**config.mk**
```make
export PLATFORM = sky130hd
export DESIGN_NAME = nrisc_ula_wb
export DESIGN_NICKNAME = d
export VERILOG_FILES = /design/src/rtl/nrisc_pkg.sv /design/src/rtl/nrisc_wb_fifo.sv /design/src/rtl/nrisc_ula_wb.sv
export SDC_FILE = /design/constraint.sdc
export NUM_CORES = 1
export LEC_CHECK = 0
export ABC_AREA = 1
export ABC_CLOCK_PERIOD_IN_PS = 2900
export CAP_MARGIN = 20
export CORE_MARGIN = 3
export CORE_UTILIZATION = 48
export DETAILED_ROUTE_END_ITERATION = 7
export PLACE_DENSITY = 0.78
export SLEW_MARGIN = 5
export SYNTH_ARGS = -nofsm -noshare
export SYNTH_HDL_FRONTEND = slang
export SYNTH_HIERARCHICAL = 1
export SYNTH_SLANG_ARGS = --single-unit
```
**constraint.sdc**
```tcl
create_clock -name clk -period 2.9 [get_ports clk]
set_input_delay 0.29 -clock clk [delete_from_list [all_inputs] [get_ports clk]]
set_output_delay 0.29 -clock clk [all_outputs]
set_load 0.01 [all_outputs]
```
**src/rtl/nrisc_pkg.sv**
```systemverilog
// Shared widths and FIFO geometry for the ULA write-back stage.
package nrisc_pkg;

  localparam int TAM_DEF    = 16;
  localparam int RA_W_DEF   = 4;
  localparam int FLAG_W     = 3;
  localparam int FIFO_DEPTH = 2;
  localparam int PTR_W      = 1;
  localparam int CNT_W      = 2;

  localparam logic [CNT_W-1:0] CNT_FULL  = CNT_W'(FIFO_DEPTH);
  localparam logic [CNT_W-1:0] CNT_EMPTY = '0;

  typedef enum logic [1:0] {
    OP_IDLE = 2'b00,
    OP_POP  = 2'b01,
    OP_PUSH = 2'b10,
    OP_BOTH = 2'b11
  } fifo_op_e;

endpackage

```
**src/rtl/nrisc_wb_fifo.sv**
```systemverilog
// Two-entry write FIFO between the ULA and the register file.
// Storage is not reset; only pointers and count are.
module nrisc_wb_fifo
  import nrisc_pkg::*;
#(
  parameter int W = TAM_DEF + RA_W_DEF
) (
  input  logic         clk,
  input  logic         rst,
  input  logic         push,
  input  logic         pop,
  input  logic [W-1:0] din,
  output logic [W-1:0] dout,
  output logic         full,
  output logic         empty
);

  logic [W-1:0]     mem [FIFO_DEPTH];
  logic [PTR_W-1:0] wr_ptr;
  logic [PTR_W-1:0] rd_ptr;
  logic [CNT_W-1:0] count;
  fifo_op_e         op;

  assign op    = fifo_op_e'({push, pop});
  assign full  = (count == CNT_FULL);
  assign empty = (count == CNT_EMPTY);
  assign dout  = empty ? '0 : mem[rd_ptr];

  always_ff @(posedge clk) begin
    if (push) begin
      mem[wr_ptr] <= din;
    end
  end

  always_ff @(posedge clk or negedge rst) begin
    if (!rst) begin
      wr_ptr <= '0;
      rd_ptr <= '0;
      count  <= '0;
    end else begin
      if (push) wr_ptr <= wr_ptr + 1'b1;
      if (pop)  rd_ptr <= rd_ptr + 1'b1;
      unique case (op)
        OP_PUSH: count <= count + 1'b1;
        OP_POP:  count <= count - 1'b1;
        default: count <= count;
      endcase
    end
  end

endmodule

```
**src/rtl/nrisc_ula_wb.sv**
```systemverilog
// ULA write-back stage: buffers register writes, latches status
// flags and counts cycles the ULA was held off.
module nrisc_ula_wb
  import nrisc_pkg::*;
#(
  parameter int TAM  = TAM_DEF,
  parameter int RA_W = RA_W_DEF
) (
  input  logic              clk,
  input  logic              rst,
  input  logic [TAM-1:0]    ULA_OUT,
  input  logic [FLAG_W-1:0] ULA_flags,
  input  logic              in_valid,
  input  logic [RA_W-1:0]   in_rd,
  input  logic              in_rf_we,
  input  logic              in_flag_we,
  output logic              in_ready,
  output logic              wb_valid,
  output logic [TAM-1:0]    wb_data,
  output logic [RA_W-1:0]   wb_rd,
  input  logic              wb_ready,
  output logic [FLAG_W-1:0] flags_reg,
  output logic [7:0]        stall_cnt
);

  logic                accept;
  logic                push;
  logic                pop;
  logic                full;
  logic                empty;
  logic [TAM+RA_W-1:0] head;

  // in_ready depends only on registered occupancy, never on wb_ready
  assign in_ready = ~full;
  assign wb_valid = ~empty;
  assign accept   = in_valid & in_ready;
  assign push     = accept & in_rf_we;
  assign pop      = wb_valid & wb_ready;
  assign wb_data  = head[TAM+RA_W-1:RA_W];
  assign wb_rd    = head[RA_W-1:0];

  nrisc_wb_fifo #(
    .W(TAM + RA_W)
  ) u_fifo (
    .clk  (clk),
    .rst  (rst),
    .push (push),
    .pop  (pop),
    .din  ({ULA_OUT, in_rd}),
    .dout (head),
    .full (full),
    .empty(empty)
  );

  always_ff @(posedge clk or negedge rst) begin
    if (!rst) begin
      flags_reg <= '0;
    end else if (accept && in_flag_we) begin
      flags_reg <= ULA_flags;
    end
  end

  always_ff @(posedge clk or negedge rst) begin
    if (!rst) begin
      stall_cnt <= '0;
    end else if (in_valid && !in_ready && stall_cnt != 8'hFF) begin
      stall_cnt <= stall_cnt + 8'd1;
    end
  end

endmodule

```
==> run summary <==
Averaged over all synthesized cells, the footprint is 11.3 µm². The internal power consumption is 0.00178 W. In the final layout, the share of cells above drive strength 1 is 13.7%. The die covers 5920 µm².

The fraction of power spent switching nets is about a third. The category of the worst setup path launch point is a register. From synthesis to final layout, the design area changed by 31.4%.

The register area share after synthesis came out at between 60 and 70%. In this design, the largest share of critical-path delay is due to buffers and inverters. The number of global-route vias before repair is 1,543. The number of antenna violations at the first check in global routing is 0. The post-synth net total came out at 244.

The synthesized cell area came out at 2410 µm². The final routed DRC violation total is 0. The proportion of netlist area held by the largest area contributor is ~50%.

In the finished design, the share of the clock period the worst path needs comes to 80.3%. The worst-case IR drop observed on VDD is 0.642 mV. Routability-driven placement finished with a final weighted congestion of 0.776. The final count of hold timing violations came out at 0.

The count of instances resized after the clock tree is built is 0. The placed wire-length estimate came out at 3.13 mm. The cell taking the most area after synthesis is sky130_fd_sc_hd__edfxtp_1. Setup repair after global routing left no endpoint under its margin.

The most instantiated flip-flop cell in the synthesis netlist is sky130_fd_sc_hd__edfxtp_1. The analysis attributes to net switching a power of 0.000949 W. The maximum buffer depth of the clock tree is 2. The worst setup path category is register to output port. The number of pins with negative max-slew slack in the final report is 0. The count of yosys warnings during synthesis came out at 6. Counting both buffers and inverters, the worst setup path holds a total of 2. The worst setup path is captured at an output port.

In the global route stage, overall resource usage came out at 15.6%. The number of nets with antenna violations after routing is 0. The number of buffers created by CTS is 5.

The tightest min-delay check is of the input port to asynchronous set/reset pin type. Dividing total power by cell area gives a power density of between 800 and 900 nW/µm². Ranked by total cell area, the synthesized netlist is headed by sky130_fd_sc_hd__edfxtp_1 (50%), sky130_fd_sc_hd__dfrtp_1 (16%), sky130_fd_sc_hd__nand2_1 (12%), sky130_fd_sc_hd__a21oi_2 (6.9%), sky130_fd_sc_hd__inv_1 (2.8%). The number of library cell types mapped by synthesis came out at 26. The die is 76.9 µm wide. The pin count of the biggest net entering global routing is 23. Yosys instantiated no cell more often than sky130_fd_sc_hd__nand2_1. The number of sinks on the clock net came out at 55. The number of synthesized flops with an enable pin is 40.

Clock tree synthesis selected as its root buffer the cell sky130_fd_sc_hd__clkbuf_8. The flow ran to the end, and the final reports show no timing, DRC or antenna violations. The count of maximum capacitance violations is 0. The number of failing setup endpoints in the final timing report came out at 0.

The data arrival time at the worst-slack endpoint is 2040 ps. The proportion of synthesized flip-flops having asynchronous set or reset is 27.3%. TritonCTS built the clock tree. The floorplan has 25 rows.

In this run, synthesis produced a sequential element count of 55. The global-route wire length before repair is about 7.4 mm. Among all stages on the critical path, the largest delay is contributed by sky130_fd_sc_hd__clkdlybuf4s50_1. The setup TNS after final layout is 0 ps. The gate count after technology mapping came out at 213. The number of primary I/O pins is 62. The number of setup buffers added after CTS is 0.

The floorplan core area came out at ~4800 µm². For the pin with the worst max-slew slack, the measured transition is between 700 and 800 ps. The maximum clock frequency came out at 0.429 GHz. The biggest cell delay along the critical path came out at ~540 ps.

The via-per-instance ratio came out at 4.71. The register with the most flip-flops in the layout has 40 of them. The total length of routed wires came out at 4.53 mm. The remaining max-slew budget at the tightest pin came out at about 47%. The portion of total power attributed to combinational logic is a little under half. The peak fanout along the critical path came out at 20. The sequential group share of total power is between 30% and 40%. Counting instances in the post-synthesis netlist gives the leading cell types as sky130_fd_sc_hd__nand2_1 (74), sky130_fd_sc_hd__edfxtp_1 (40), sky130_fd_sc_hd__a21oi_2 (19). The net total in the final layout is approximately 310. The maximum level of the CTS H-tree is 2. The final critical-path required period came out at between 2000 and 2500 ps. The count of routing violations after the opening detailed-route iteration came out at 85. The total via count in the routed design came out at 1,626. The count of input and output buffers came out at between 60 and 70. The number of diodes is 0. The die span in y came out at 76.9 µm. OpenSTA, run right after detailed placement, puts the worst setup slack at 827 ps. The clock arrives with 9.67 ps of skew. The analysis attributes to cell leakage a power of 1.25 nW.

The share of total power dissipated in the clock network is 15.3%. Once the floorplan was initialized, standard cells occupied 50.4% of the core. After detailed routing, the average wire length per cell comes to 13.1 µm. The minimum setup slack in the final design is between 500 and 600 ps.

The worst path required time is around 2600 ps. The number of hold buffers added after cts is 0. The later-pin clock latency in the skew report came out at 300 ps. The register clock-pin slew on the reported worst setup and hold paths is 90 ps. The critical path goes through inv_1, nand2_1, a21oi_2, clkdlybuf4s50_1.

The first-pass iteration count of the detailed router came out at 4. The total overflow left after global routing is 0. The share of the core filled with cells in the final layout came out at ~66%.
[area by class of cell]
cell class	count	area, µm²
fill	391	1610
tap	67	83.8
sequential	55	1580
clock buffer	6	82.6
inverter	20	77.6
clock inverter	2	11.3
multi-input combinational	131	707
timing repair buffer	64	633
[power by group through the flow]
| stage | clock network (W) | logic (W) | registers, W |
|---|---|---|---|
| floorplan | 0 | 0.000700 | 0.00109 |
| global placement | 0 | 0.00122 | 0.00109 |
| detailed placement | 0 | 0.00124 | 0.00109 |
| CTS | 0.000436 | 0.00124 | 0.00108 |
| global route | 0.000462 | 0.00132 | 0.00109 |
| finish | 0.000418 | 0.00123 | 0.00108 |
[cells in the final DEF, fill, tap and decap left out, types with 2 or more instances in the layout]
master / instances
sky130_fd_sc_hd__buf_4: 3
sky130_fd_sc_hd__ha_1: 2
sky130_fd_sc_hd__nand2_1: 74
sky130_fd_sc_hd__inv_1: 18
sky130_fd_sc_hd__nor2_1: 7
sky130_fd_sc_hd__clkbuf_8: 6
sky130_fd_sc_hd__a21oi_2: 19
sky130_fd_sc_hd__nor2_2: 2
sky130_fd_sc_hd__dfrtp_1: 15
sky130_fd_sc_hd__nand4_1: 3
sky130_fd_sc_hd__nand3_1: 5
sky130_fd_sc_hd__xor2_1: 2
sky130_fd_sc_hd__clkdlybuf4s50_1: 61
sky130_fd_sc_hd__xnor2_1: 4
sky130_fd_sc_hd__o21ai_0: 5
sky130_fd_sc_hd__edfxtp_1: 40
[layer usage]
metal / vias to the layer above / global-route usage, % / wire length [µm] / share of wire, %
met4: 0 / 4.35 / 42 / 0.93
met1: 742 / 21.4 / 2070 / 46
li1: 826 / - / - / -
met5: - / 0 / 0 / 0
met3: 5 / 3.64 / 262 / 5.8
met2: 53 / 25.0 / 2160 / 48
[logic make-up (layout without fill, tap and decap cells)]
kind of cell             Yosys count  count (layout)  share of synthesized area [%]
flip-flops                        55              55                           65.3
XOR/XNOR                           6               6                           2.18
AO/OA/AOI/OAI                     26              26                           8.45
buffers and inverters             27              92                           5.49
adder cells (fa/ha/maj)            2               2                           1.04
AND/OR/NAND/NOR                   97              97                           17.5
[worst reg2reg max path, delay by kind of cell (launching register included)]
kind,cells,cell delay (ps)
and+or+nand+nor,3,330
buffers and inverters,3,750
DFF,1,410
[final timing paths]
| kind | slack [ps] | cells after the start | start | to |
|---|---|---|---|---|
| worst min register to register | 500 | 2 | flags_reg[0] | flags_reg[0] |
| max in group asynchronous | 2070 | 1 | rst | u_fifo/count[1] |
| worst max register to register | 1030 | 6 | u_fifo/count[1] | u_fifo/mem[1][19] |
| worst min-delay path | 390 | 1 | rst | stall_cnt[6] |
| worst max-delay path | 570 | 4 | u_fifo/rd_ptr | wb_data[6] |
| min in group clk | 500 | 2 | flags_reg[0] | flags_reg[0] |
[per-stage QoR]
step	std cells	area, µm²	hold slack (ps)	total power, W
after floorplan	213	2410	-5.59	0.00179
after global placement	337	3080	466	0.00231
after detailed placement	337	3080	481	0.00233
after CTS	345	3170	410	0.00276
after global routing	345	3170	446	0.00288
final	345	3170	391	0.00273
No activity file was read; power rests on OpenSTA's default activity.
